File: src/rtl/mem_arbiter_pkg.sv
// Shared types and defaults for the two-port memory arbiter.
package mem_arbiter_pkg;

    localparam int DEF_ADDR_W  = 8;
    localparam int DEF_DATA_W  = 16;
    localparam int DEF_MEM_LAT = 1;
    localparam int CNT_W       = 3;

    typedef enum logic [1:0] {
        IDLE   = 2'd0,
        ACCESS = 2'd1,
        RESP   = 2'd2
    } state_e;

    typedef enum logic {
        PORT_IF = 1'b0,
        PORT_D  = 1'b1
    } port_e;

endpackage

File: src/rtl/mem_arbiter_arb_pick.sv
// Combinational winner selection between the fetch and data ports.
// On a tie the port that did not win last time is chosen; the caller
// pins last_i to PORT_IF when it wants the data port to always win.
module arb_pick
    import mem_arbiter_pkg::*;
(
    input  logic  if_req_i,
    input  logic  d_req_i,
    input  port_e last_i,
    output port_e win_o
);

    // Pick the requester; a tie goes to the port opposite the last winner.
    always_comb begin
        win_o = PORT_D;
        if (if_req_i && d_req_i) begin
            if (last_i == PORT_D) begin
                win_o = PORT_IF;
            end else begin
                win_o = PORT_D;
            end
        end else if (if_req_i) begin
            win_o = PORT_IF;
        end
    end

endmodule

File: src/rtl/mem_arbiter.sv
// Two-port (fetch/data) arbiter in front of a fixed-latency memory.
// Build option: ARB_ROUND_ROBIN_EN -- alternate tie winners; when undefined
// the data port always wins a tie.
//
// state  | meaning
// IDLE   | waiting for a request, arbitrates and captures the winner
// ACCESS | memory enabled for MEM_LAT cycles from the captured request
// RESP   | returns the sampled read data to the winner next cycle
module mem_arbiter
    import mem_arbiter_pkg::*;
#(
    parameter int ADDR_W  = DEF_ADDR_W,
    parameter int DATA_W  = DEF_DATA_W,
    parameter int MEM_LAT = DEF_MEM_LAT
) (
    input  logic              clk,
    input  logic              reset,
    input  logic              if_req,
    input  logic [ADDR_W-1:0] if_addr,
    output logic              if_gnt,
    output logic              if_valid,
    output logic [DATA_W-1:0] if_rdata,
    input  logic              d_req,
    input  logic              d_we,
    input  logic [ADDR_W-1:0] d_addr,
    input  logic [DATA_W-1:0] d_wdata,
    output logic              d_gnt,
    output logic              d_valid,
    output logic [DATA_W-1:0] d_rdata,
    output logic              mem_en,
    output logic              mem_we,
    output logic [ADDR_W-1:0] mem_addr,
    output logic [DATA_W-1:0] mem_wdata,
    input  logic [DATA_W-1:0] mem_rdata,
    output logic              busy
);

    localparam logic [CNT_W-1:0] LAT_M1 = CNT_W'(MEM_LAT - 1);

    state_e            state_q, state_d;
    logic [CNT_W-1:0]  cnt_q, cnt_d;
    port_e             win_q, win_d;
    logic              we_q, we_d;
    logic [ADDR_W-1:0] addr_q, addr_d;
    logic [DATA_W-1:0] wdata_q, wdata_d;
    logic [DATA_W-1:0] rdata_q, rdata_d;
    logic              if_gnt_q, if_gnt_d, d_gnt_q, d_gnt_d;
    logic              if_valid_q, if_valid_d, d_valid_q, d_valid_d;
    logic [DATA_W-1:0] if_rdata_q, if_rdata_d, d_rdata_q, d_rdata_d;
    port_e             pick;
    port_e             last_ptr;

`ifdef ARB_ROUND_ROBIN_EN
    port_e last_q, last_d;
    assign last_ptr = last_q;
`else
    assign last_ptr = PORT_IF;
`endif

    arb_pick u_arb_pick (
        .if_req_i (if_req),
        .d_req_i  (d_req),
        .last_i   (last_ptr),
        .win_o    (pick)
    );

    // Next-state, capture and response logic.
    always_comb begin
        state_d    = state_q;
        cnt_d      = cnt_q;
        win_d      = win_q;
        we_d       = we_q;
        addr_d     = addr_q;
        wdata_d    = wdata_q;
        rdata_d    = rdata_q;
        if_gnt_d   = 1'b0;
        d_gnt_d    = 1'b0;
        if_valid_d = 1'b0;
        d_valid_d  = 1'b0;
        if_rdata_d = if_rdata_q;
        d_rdata_d  = d_rdata_q;
`ifdef ARB_ROUND_ROBIN_EN
        last_d     = last_q;
`endif
        case (state_q)
            IDLE: begin
                if (if_req || d_req) begin
                    state_d = ACCESS;
                    cnt_d   = LAT_M1;
                    win_d   = pick;
`ifdef ARB_ROUND_ROBIN_EN
                    last_d  = pick;
`endif
                    if (pick == PORT_D) begin
                        d_gnt_d = 1'b1;
                        we_d    = d_we;
                        addr_d  = d_addr;
                        wdata_d = d_wdata;
                    end else begin
                        // Fetch is read-only: never carry a write into memory.
                        if_gnt_d = 1'b1;
                        we_d     = 1'b0;
                        addr_d   = if_addr;
                        wdata_d  = '0;
                    end
                end
            end
            ACCESS: begin
                if (cnt_q == '0) begin
                    state_d = RESP;
                    rdata_d = we_q ? '0 : mem_rdata;
                end else begin
                    cnt_d = cnt_q - 1'b1;
                end
            end
            RESP: begin
                state_d = IDLE;
                if (win_q == PORT_D) begin
                    d_valid_d = 1'b1;
                    d_rdata_d = rdata_q;
                end else begin
                    if_valid_d = 1'b1;
                    if_rdata_d = rdata_q;
                end
            end
            default: state_d = IDLE;
        endcase
    end

    // State and datapath registers with synchronous reset.
    always_ff @(posedge clk) begin
        if (reset) begin
            state_q    <= IDLE;
            cnt_q      <= '0;
            win_q      <= PORT_IF;
            we_q       <= 1'b0;
            addr_q     <= '0;
            wdata_q    <= '0;
            rdata_q    <= '0;
            if_gnt_q   <= 1'b0;
            d_gnt_q    <= 1'b0;
            if_valid_q <= 1'b0;
            d_valid_q  <= 1'b0;
            if_rdata_q <= '0;
            d_rdata_q  <= '0;
`ifdef ARB_ROUND_ROBIN_EN
            last_q     <= PORT_IF;
`endif
        end else begin
            state_q    <= state_d;
            cnt_q      <= cnt_d;
            win_q      <= win_d;
            we_q       <= we_d;
            addr_q     <= addr_d;
            wdata_q    <= wdata_d;
            rdata_q    <= rdata_d;
            if_gnt_q   <= if_gnt_d;
            d_gnt_q    <= d_gnt_d;
            if_valid_q <= if_valid_d;
            d_valid_q  <= d_valid_d;
            if_rdata_q <= if_rdata_d;
            d_rdata_q  <= d_rdata_d;
`ifdef ARB_ROUND_ROBIN_EN
            last_q     <= last_d;
`endif
        end
    end

    assign if_gnt    = if_gnt_q;
    assign d_gnt     = d_gnt_q;
    assign if_valid  = if_valid_q;
    assign d_valid   = d_valid_q;
    assign if_rdata  = if_rdata_q;
    assign d_rdata   = d_rdata_q;
    assign busy      = (state_q != IDLE);
    assign mem_en    = (state_q == ACCESS);
    assign mem_we    = (state_q == ACCESS) && we_q;
    assign mem_addr  = (state_q == ACCESS) ? addr_q : '0;
    assign mem_wdata = (state_q == ACCESS) ? wdata_q : '0;

endmodule

File: config.mk
export PLATFORM = sky130hd
export DESIGN_NAME = mem_arbiter
export DESIGN_NICKNAME = d
export VERILOG_FILES = /design/src/rtl/mem_arbiter_pkg.sv /design/src/rtl/mem_arbiter_arb_pick.sv /design/src/rtl/mem_arbiter.sv
export SDC_FILE = /design/constraint.sdc
export NUM_CORES = 1
export LEC_CHECK = 0
export CAP_MARGIN = 20
export CORE_ASPECT_RATIO = 1.2
export CORE_UTILIZATION = 40
export CTS_CLUSTER_DIAMETER = 30
export DETAILED_ROUTE_END_ITERATION = 6
export PLACE_DENSITY = 0.76
export SLEW_MARGIN = 5
export SYNTH_ARGS = -nofsm -noshare
export SYNTH_HDL_FRONTEND = slang
export SYNTH_SLANG_ARGS = --single-unit
File: constraint.sdc
create_clock -name clk -period 1.3 [get_ports clk]
set_input_delay 0.13 -clock clk [delete_from_list [all_inputs] [get_ports clk]]
set_output_delay 0.13 -clock clk [all_outputs]
set_load 0.005 [all_outputs]
Word level (Yosys, flattened, before mapping):

Index checks and enable logic that the tools add are counted.

* word-level logic and storage cells: 56
* input bits: 53
* output and inout port bits: 63
* bits in registers: 83

* mux-type cells: 18
* $add $sub $neg: 1
* reduce and logical (&&, ||, !) cells: 15
* equal/unequal tests: 5
* bitwise logic cells: 4

Operator list (number)
* 2-to-1 mux 16 bit: 3
* 2-to-1 mux 8 bit: 2
* AND reduction 2 bit: 5
* 2-to-1 mux 1 bit: 7
* 2-to-1 mux 3 bit: 2
* case mux 3 bit (2 select lines): 1
* 2-to-1 mux 2 bit: 2
* != test 2 bit (second input constant): 2
* NOT 1 bit: 4
* case mux 2 bit (2 select lines): 1
* nonzero test 2 bit: 2
* zero test 3 bit: 1
* AND reduction 3 bit: 1
* OR reduction 3 bit: 1
* subtractor 3 x 1 -> 3 bit (second input constant): 1
* equality test 2 x 1 -> 1 bit (second input constant): 1
* equality test 2 bit (second input constant): 1
* logical AND 1 bit: 2
* zero test 2 bit: 1
* != test 2 x 1 -> 1 bit (second input constant): 1
* OR reduction 2 bit: 1
* logical OR 1 bit: 1

Logic depth before layout (Yosys ltp):

Gate-level depths: netlist (run 1).

* depth after elaboration: 3
* mapped depth: 7
* mapped depth without buffers: 5

Modules after synthesis:

Synthesis (run 1) repeated with hierarchy kept, for this count alone.

* cells, all modules: 359
* area, all modules: 3204.3 sq um

By module, submodules not included
* mem_arbiter: times used 1, area each 3191.8 sq um, sequential area each 1661.6 sq um, cells each 357
* arb_pick: times used 1, area each 12.5 sq um, sequential area each 0.0 sq um, cells each 2

Worst setup path before layout (run 1):

Ideal clock, no wire load.

* kind: register to register
* from: register cnt_q[0]
* to: register rdata_q[10]
* path buffers: 2
* cell stages (with the launch flop): 8
* setup time: 0.070 ns
* arrival: 1.281 ns
* slack: -0.051 ns
* data required time: 1.230 ns
* period minus slack after synthesis: 1.351 ns
* path through: dfxtp_1 > inv_1 > ha_1 > nand4bb_1 > buf_2 > clkbuf_1 > nand2_1 > a21oi_1

* word-level cells in the longest chain between the ends: 2

Ends and longest elaborated chain
* start, declared: RTL line mem_arbiter.sv:41 `logic [CNT_W-1:0] cnt_q, cnt_d;`
* start signal, assigned: RTL line mem_arbiter.sv:151 `cnt_q <= cnt_d;`
* zero test 3 bit: RTL line mem_arbiter.sv:109 `if (cnt_q == '0) begin`
* AND reduction 2 bit (no source line)
* end signal, assigned: RTL line mem_arbiter.sv:156 `rdata_q <= rdata_d;`
* end, declared: RTL line mem_arbiter.sv:46 `logic [DATA_W-1:0] rdata_q, rdata_d;`

Every way passes these cells.
A chain may end at the register's enable or synchronous reset.

Worst setup path in the final report (run 1):

* from: register state_q[1]
* to: output port mem_wdata[4]

* word-level cells in the longest chain between the ends: 2

Ends and longest elaborated chain
* start, declared: RTL line mem_arbiter.sv:40 `state_e state_q, state_d;`
* start signal, assigned: RTL line mem_arbiter.sv:150 `state_q <= state_d;`
* equality test 2 x 1 -> 1 bit: RTL line mem_arbiter.sv:179 `assign mem_wdata = (state_q == ACCESS) ? wdata_q : '0;`
* 2-to-1 mux 16 bit: RTL line mem_arbiter.sv:179
* end, declared: RTL line mem_arbiter.sv:33 `output logic [DATA_W-1:0] mem_wdata,`

Every way passes these cells.

==> results.md, run 1 <==
- Status: complete, but fails checks
- Failing checks: design-rule violations, negative setup slack
- Vias per cell: 5.22
- Fin. Hold Viols: 0
- Final Slew Violations: 0
- Final setup margin: -0.194 ns
- Vias: 3144
- Top post-synthesis cells by area: dfxtp_1 51%, nand2_1 9.4%, a21oi_1 9.2%
- CP Launch Type: flop
- Clk pin slew, worst setup/hold paths: 0.09 ns
- Final core occ: 72.4%
- Required @ worst endpoint: 1.17 ns
- # fillers: 589
- Post-Synth Simple-Gate Area: 23.3%
- Reg2reg setup slack: -0.09 ns
- FF-to-FF End: wdata_q[2]
- Residual DRC: 10
- IO Port Bufs: 115
- Synth Area in Compound Gates: 17.4%
- Routed length per placed instance: 16.2 um
- EDFF count, synth: 0
- Most numerous cell in the Yosys netlist: dfxtp_1
- FFs w/ async S/R, synth: 0%
- Initial antenna violation count: 0
- Ys flop type: dfxtp_1
- Mapped Area: 3230 um2
- Bufs and invs on worst path: 4
- Drt pass-1 iters: 6
- Initial core utilization: 41.6%
- GP Congestion: 0.780
- Mux contribution to synthesized area: 2.48%
- Synth cell types: 35
- CP Capture Type: primary output
- Cell mode on critical path: buf_12
- Dpl cell area: 4650 um2
- Final #Nets: 561
- Achievable clock frequency: 669 MHz
- Final Skew: 0.0145 ns
- WS Path Type: reg -> out
- Delay of the slowest critical-path stage: 0.34 ns
- Hold_sp: reset
- Area Growth Syn to Fin: 73.9%
- Reg2Reg Depth: 7
- Post-Synth XOR/XNOR Area: 0%
- CTS tree: built
- Worst Setup EP: mem_wdata[4]
- Power density over the cells: 1020 nW/um2
- Maximum buffer depth of the clock tree: 2
- Die H: 100 um
- CP Depth: 6
- Vias in the first global route: 3073
- Largest net degree at the start of global routing: 40
- Total CTS buffers: 9
- Leak: 2.34 nW
- Mean Syn Cell Area: 8.99 um2
- Synth top area share: 51.5%
- Tightest Pin Transition: 0.401 ns
- Slew margin rel.: 73.2%
- Root buffer cell: clkbuf_8
- CP Cell Sequence: nand2b_4 > inv_4 > buf_12 > buf_12 > and2_4 > buf_6
- Cells after Synth: 359
- Largest delay share family, worst path: buffers and inverters
- RSZ-0062 raised after global routing: true
- Sink Count: 83
- Largest family of logic cells by synthesized area: simple AND/OR/NAND/NOR gates
- Fin crit share: 115%
- Final Power: 5.71 mW
- Routed Antenna Nets: 0
- Slowest cell on crit path: dfxtp_2
- Final setup viols: 63
- Hold WC Path Type: in -> reg
- Chip Width: 84.0 um
- Reg-to-reg startpoint: state_q[0]
- I/O pin count: 116
- Global-route usage over all layers: 21.2%
- CP max FO: 6
- #FFs+latches synth: 83
- H-tree depth: 3
- First-pass GRT wire length: 14.1 mm
- Detailed Place HPWL: 5.61 mm
- # rows: 35
- Routed wire length: 9.74 mm
- Maxcap violations: 0
- CORE AREA: 7750 um2
- Worst EP arrival: 1.36 ns
- Synth Area in Adders: 0.775%
- Initial DRC count: 85
- Top cells by count, synth: 83 x dfxtp_1, 81 x nand2_1, 59 x a21oi_1, 26 x and2_1
- Area of the die: 8430 um2
- Register area: 1700 um2
- Crit path from: state_q[1]
- Yosys Warn Count: 0
- Yosys top cell by area: dfxtp_1
- VDD IR-drop max: 0.629 mV
- Design Area, Final: 5610 um2
- Clock latency at the later pin of the worst-skew pair: 0.35 ns
- Ant diodes: 0
- Minimum clock period: 1.49 ns
- Multi-input gate area: 1780 um2
- Dpl ws: -0.228 ns
- Share of cells above drive strength 1: 40.0%
- GRT overflow: 0
- Post-synthesis sequential area ratio: 51.5%
- WHS: 0.113 ns
- Syn Nets: 414
## layout by cell type, fill, tap and decap left out, types with 2 or more instances in the layout
master / count
o221ai_1: 2
nand2_4: 18
nor3b_4: 2
clkbuf_8: 9
nand3b_1: 17
buf_12: 11
dlygate4sd2_1: 35
nor2_2: 2
and2_4: 26
buf_4: 17
buf_6: 36
nand2_2: 4
mux2i_1: 8
nor2_4: 2
inv_4: 2
a22o_1: 17
dfxtp_1: 57
nor2_1: 3
clkbuf_16: 5
nand2_1: 59
a211oi_1: 8
or3_1: 2
a21oi_1: 36
dfxtp_2: 25
a21oi_2: 23
clkinv_2: 2
buf_16: 3
clkdlybuf4s50_1: 51
inv_2: 2
## per-layer routing
layer	share of wire [%]	track usage (%)	wire length, um	up-vias
met5	0	0	0	-
met2	55	40.2	5310	97
met4	1.2	8.09	119	0
li1	-	-	-	1517
met1	40	23.5	3900	1517
met3	4.3	3.87	417	13
## per-stage QoR
| stage | instances | setup TNS [ns] |
|---|---|---|
| floorplan | 359 | 0 |
| detailed placement | 566 | -9.43 |
| global placement | 566 | -7.90 |
| global route | 602 | -10.81 |
| finish | 602 | -6.83 |
| CTS | 591 | -4.42 |
## sequential cells by signal (all words and copies together), names as in the netlist
signal    cells
if_rdata     16
rdata_q      16
we_q          1
cnt_q         3
d_valid       1
addr_q        8
d_rdata      16
if_valid      1
wdata_q      16
if_gnt        1
d_gnt         1
win_q         1
state_q       2
## cell type report
class / count / area share [%]
Clock inverter: 6 / 1.16
Tap cell: 92 / 2.05
Timing Repair Buffer: 161 / 32.3
Inverter: 5 / 0.424
Multi-Input combinational cell: 246 / 31.7
Sequential cell: 83 / 30.2
Clock buffer: 9 / 2.21
## report_power, final
| part | internal [mW] | switching [mW] |
|---|---|---|
| combinational | 0.673 | 0.463 |
| sequential | 2.66 | 0.0800 |
| clock | 0.881 | 0.950 |
| total | 4.21 | 1.49 |
## timing repair
item	in CTS	in global routing
setup endpoints to repair	103	89
cloned	3	7
resized for setup	236	84
hold buffers	0	0
buffers inserted	7	5
pin swaps	27	84
## how the worst min path moves through the flow
stage	endpoint	slack [ns]	cells past startpoint
after floorplan	wdata_q[10]	0.26	1
after global placement	if_rdata[6]	0.44	2
after detailed placement	if_rdata[5]	0.45	2
after CTS	addr_q[5]	0.11	2
after global routing	addr_q[7]	0.12	2
final	addr_q[3]	0.11	2
## logic make-up after synthesis
logic type	count (synthesis)
compound gates	89
fa+ha+maj	2
buf+inv	31
flops	83
mux	8
simple gates	146
(Power assumes the default switching activity.)
==> run 2: changes to the inputs <==
CORE_UTILIZATION = 30   (was 40)
PLACE_DENSITY = not set   (was 0.76)
==> run 2 against run 1 <==
Against the previous run:
- the run ends with negative setup slack left
- setup slack improved by 0.036 ns
- worst hold slack improved by 0.096 ns
- sequential share of layout area rose by 0.20 points
- total power rose by 17%
- critical path depth did not move
- register-to-register slack improved by 0.03 ns
- clock-buffer cell count rose by 3
- core utilization fell by 20 points
- die area rose by 33%
- critical path type unchanged
==> results.md, run 2 (synthesized netlist as in run 1, its figures left out) <==
- Status: complete, but fails checks
- Failing checks: negative setup slack
- CP Launch Type: flop
- CP Cell Sequence: nand2b_4 > inv_4 > buf_12 > buf_12 > and2_4 > buf_6
- Largest net degree at the start of global routing: 30
- Initial DRC count: 82
- Ant diodes: 0
- Vias in the first global route: 3022
- Most used cells in the layout excluding fill and tap cells: 81 x nand2_1, 76 x dfxtp_1, 57 x a21oi_1, 52 x clkdlybuf4s50_1, 36 x buf_6
- First-pass GRT wire length: 14.5 mm
- Crit path from: state_q[1]
- CP max FO: 7
- Final #Nets: 555
- WS Path Type: reg -> out
- Most common cell after layout, fill and taps aside: nand2_1
- Slew margin rel.: 78.3%
- Routed Antenna Nets: 0
- Final Skew: 0.00466 ns
- Fin crit share: 112%
- IO Port Bufs: 115
- # fillers: 966
- Area Growth Syn to Fin: 70.1%
- Sink Count: 83
- Area of the die: 11200 um2
- Minimum clock period: 1.46 ns
- Vias per cell: 4.79
- Fin. Hold Viols: 0
- Final setup margin: -0.158 ns
- Global-route usage over all layers: 16.3%
- Hold_sp: reset
- GRT overflow: 0
- # rows: 41
- GP Congestion: 0.690
- Final setup viols: 42
- Tightest Pin Transition: 0.326 ns
- Initial antenna violation count: 0
- FF-to-FF End: cnt_q[2]
- CORE AREA: 10500 um2
- Slowest cell on crit path: dfxtp_2
- Setup TNS: -4.15 ns
- Drt pass-1 iters: 4
- Share of cells above drive strength 1: 25.9%
- Final Slew Violations: 0
- Detailed Place HPWL: 5.75 mm
- Reg2reg setup slack: -0.06 ns
- Power density over the cells: 1220 nW/um2
- Required @ worst endpoint: 1.17 ns
- Routed length per placed instance: 14.5 um
- VDD IR-drop max: 0.647 mV
- Maximum buffer depth of the clock tree: 2
- Routed wire length: 9.21 mm
- Initial core utilization: 30.8%
- Worst Hold Endpoint: addr_q[6]
- Cell mode on critical path: buf_12
- Maxcap violations: 0
- Chip Width: 96.7 um
- Clock latency at the later pin of the worst-skew pair: 0.33 ns
- Worst EP arrival: 1.33 ns
- Delay of the slowest critical-path stage: 0.32 ns
- CP Capture Type: primary output
- Reg-to-reg startpoint: state_q[1]
- I/O pin count: 116
- Total CTS buffers: 9
- RSZ-0062 raised after global routing: true
- CTS tree: built
- H-tree depth: 3
- Residual DRC: 0
- Hold Path Cell Cnt: 2
- Root buffer cell: clkbuf_16
- Vias: 3036
- Hold WC Path Type: in -> reg
- Clk pin slew, worst setup/hold paths: 0.06 ns
- Die H: 116 um
- Achievable clock frequency: 686 MHz
- WHS: 0.208 ns
- Reg2Reg Depth: 8
- Leak: 2.37 nW
- Final core occ: 52.5%
[run 2: cell count changes in the layout (fill, tap and decap cells not counted), sizes merged]
cell and delta:
dlymetal6s2s +8, clkinvlp -1, clkdlybuf4s50 +1, nor2 -1
inv -1, dlygate4sd2 -9, clkinv -2, bufinv +2
buf -2
[run 2: final cells by class]
| cell class | count | area [um2] | area share [%] |
|---|---|---|---|
| Tap cell | 129 | 161 | 2.94 |
| Inverter | 5 | 23.8 | 0.433 |
| Clock buffer | 12 | 236 | 4.31 |
| Sequential cell | 83 | 1670 | 30.4 |
| Clock inverter | 4 | 98.8 | 1.80 |
| Multi-Input combinational cell | 245 | 1530 | 27.9 |
| Timing Repair Buffer | 156 | 1770 | 32.2 |
[run 2: per-stage QoR]
step           setup WS (ns)  instances  instance area [um2]  power (mW)
6_report              -0.158        634                 5490        6.68
2_1_floorplan        0.00167        359                 3230        3.13
3_5_place_dp          -0.242        601                 4720        3.60
3_3_place_gp          -0.200        601                 4720        3.59
5_1_grt               -0.208        634                 5490        6.95
4_1_cts               -0.171        624                 5260        6.65
[run 2: worst max-delay path: cells and delay by family, from the launching register on]
family | cells | cell delay [ns]
flip-flops | 1 | 0.32
buffers and inverters | 4 | 0.40
AND/OR/NAND/NOR | 2 | 0.26
[run 2: per-layer routing]
metal	up-vias	global-route usage [%]	share of wire [%]
met4	0	7.56	2.0
li1	1508	-	-
met1	1407	18.7	42
met5	-	0	0
met3	14	3.62	5.4
met2	107	29.0	50
[run 2: how the worst max path moves through the flow]
stage	slack, ns	endpoint
6_report	-0.16	mem_addr[0]
4_1_cts	-0.17	mem_addr[0]
3_3_place_gp	-0.20	mem_wdata[7]
2_1_floorplan	0.002	rdata_q[10]
5_1_grt	-0.21	mem_addr[4]
3_5_place_dp	-0.24	addr_q[1]
[run 2: power breakdown]
part           internal, mW  total (mW)  leakage [nW]  switching [mW]
Combinational         0.641        1.06          1.53           0.422
Sequential             2.67        2.74         0.679          0.0728
Clock                  1.88        2.88         0.161            1.00
Total                  5.19        6.68          2.37            1.50
[run 2: timing repair]
action                                  in CTS  in global routing
gates cloned                                 3                  3
hold buffers                                 0                  0
endpoints found under the setup margin      78                 97
pin swaps                                   26                 25
setup buffers                                5                  7
resized for setup                          198                 29
==> run 3: changes to the inputs <==
CORE_ASPECT_RATIO = not set   (was 1.2)
==> run 3 against run 2 <==
Against the previous run:
- the run still ends with negative setup slack left
- via count is 0.79% higher
- combinational power is essentially flat
- clock-buffer cell count is 3 lower
- setup slack lost 0.015 ns
- critical path depth decreased by 1
- die area hardly changed
- maximum frequency fell by 1.0%
- sequential power is essentially flat
- critical path type unchanged
- largest cell class is now multi-input combinational cells
- highest routed layer unchanged
==> results.md, run 3 (synthesized netlist as in run 1, its figures left out) <==
- Status: complete, but fails checks
- Failing checks: negative setup slack
- Required @ worst endpoint: 1.17 ns
- Setup TNS: -7.42 ns
- Largest net degree at the start of global routing: 45
- Maxcap violations: 0
- Worst EP arrival: 1.34 ns
- Routed wire length: 9.35 mm
- # rows: 37
- CP Capture Type: primary output
- Fin crit share: 113%
- Switching pwr: 1.55 mW
- Area of the die: 11200 um2
- Combinational Power Share: 17.6%
- Power density over the cells: 1060 nW/um2
- Hold WC Path Type: in -> reg
- RSZ-0062 raised after global routing: true
- Final Slew Violations: 0
- Minimum clock period: 1.47 ns
- Achievable clock frequency: 679 MHz
- Vias in the first global route: 2920
- Vias: 3060
- CTS tree: built
- Hold Path Cell Cnt: 3
- Die H: 106 um
- Clk pin slew, worst setup/hold paths: 0.08 ns
- Sink Count: 83
- Final non-filler cell total: 648
- Tightest Pin Transition: 0.280 ns
- Detailed Place HPWL: 5.84 mm
- WS Path Type: reg -> out
- Area Growth Syn to Fin: 74.3%
- CP max FO: 5
- Initial core utilization: 31.1%
- Reg2Reg Depth: 6
- GP Congestion: 0.726
- Leak: 2.29 nW
- Root buffer cell: clkbuf_8
- Clock network power share: 36.4%
- Final #Nets: 562
- Residual DRC: 0
- First-pass GRT wire length: 14.1 mm
- Routed Antenna Nets: 0
- Final setup viols: 64
- Inst Count DP: 612
- CTS Hold Buffers Added: 0
- Most common cell after layout, fill and taps aside: nand2_1
- # fillers: 966
- CP Launch Type: flop
- Internal power: 4.39 mW
- Vias per cell: 4.72
- Dpl ws: -0.226 ns
- I/O pin count: 116
- Routed length per placed instance: 14.4 um
- Most used cells in the layout excluding fill and tap cells: 65 x nand2_1, 51 x dfxtp_1, 51 x clkdlybuf4s50_1, 36 x buf_6, 36 x dlygate4sd2_1
- Final Skew: 0.0168 ns
- Sequential power share: 46.1%
- VDD IR-drop max: 0.651 mV
- CORE AREA: 10400 um2
- IO Port Bufs: 115
- Fin. Hold Viols: 0
- Total CTS buffers: 9
- Initial antenna violation count: 0
- Initial DRC count: 39
- Final setup margin: -0.173 ns
- Global-route usage over all layers: 16.0%
- Sw Share: 26.1%
- Share of cells above drive strength 1: 40.8%
- Chip Width: 106 um
- Ant diodes: 0
- Clock latency at the later pin of the worst-skew pair: 0.36 ns
- H-tree depth: 3
- Maximum buffer depth of the clock tree: 2
- GRT overflow: 0
- Drt pass-1 iters: 4
- Slew margin rel.: 81.3%
[run 3: final cells by class]
class / instances / area (um2) / area share [%]
timing repair buffer: 163 / 1730 / 30.8
clock inverter: 7 / 106 / 1.89
sequential: 83 / 1700 / 30.3
multi-input combinational: 245 / 1760 / 31.3
tap: 136 / 170 / 3.03
clock buffer: 9 / 124 / 2.20
inverter: 5 / 31.3 / 0.556
[run 3: power groups by stage]
stage | Clock, mW | Sequential, mW | Combinational (mW)
after floorplan | 0 | 2.77 | 0.361
final | 2.16 | 2.74 | 1.04
after CTS | 2.22 | 2.73 | 0.904
after global placement | 0 | 2.78 | 0.796
after detailed placement | 0 | 2.78 | 0.807
after global routing | 2.35 | 2.75 | 1.13
[run 3: worst max-delay path, stage by stage, from the launching register on]
cell and delay (ns):
dfxtp_2 0.33, nand2b_4 0.16, clkinv_8 0.09, clkbuf_16 0.16, and2_4 0.15, buf_6 0.11
[run 3: per-stage QoR]
step	utilization, %	power [mW]	hold WS [ns]	area, um2
final	54.2	5.94	0.284	5620
after global routing	54.2	6.23	0.280	5620
after CTS	49.0	5.85	0.249	5080
after detailed placement	45.4	3.59	0.448	4700
after global placement	45.4	3.58	0.444	4700
after floorplan	-	3.13	0.263	3230
[run 3: repair_timing]
item | in CTS | in global routing
pin swaps | 18 | 80
cloned | 3 | 4
setup endpoints to repair | 108 | 88
resized for setup | 204 | 116
buffers inserted | 7 | 8
[run 3: worst paths after layout]
kind	from	endpoint	slack (ns)
setup reg to reg	state_q[0]	if_rdata[7]	-0.16
hold / removal	reset	cnt_q[0]	0.28
setup / recovery	state_q[1]	mem_wdata[3]	-0.17
hold reg to reg	d_rdata[10]	d_rdata[10]	0.45
[run 3: routing by layer]
layer	wire, um	vias up	global-route usage (%)
li1	-	1518	-
met1	4040	1436	19.5
met2	4760	100	27.9
met3	498	6	4.21
met4	58	0	3.87
met5	0	-	0
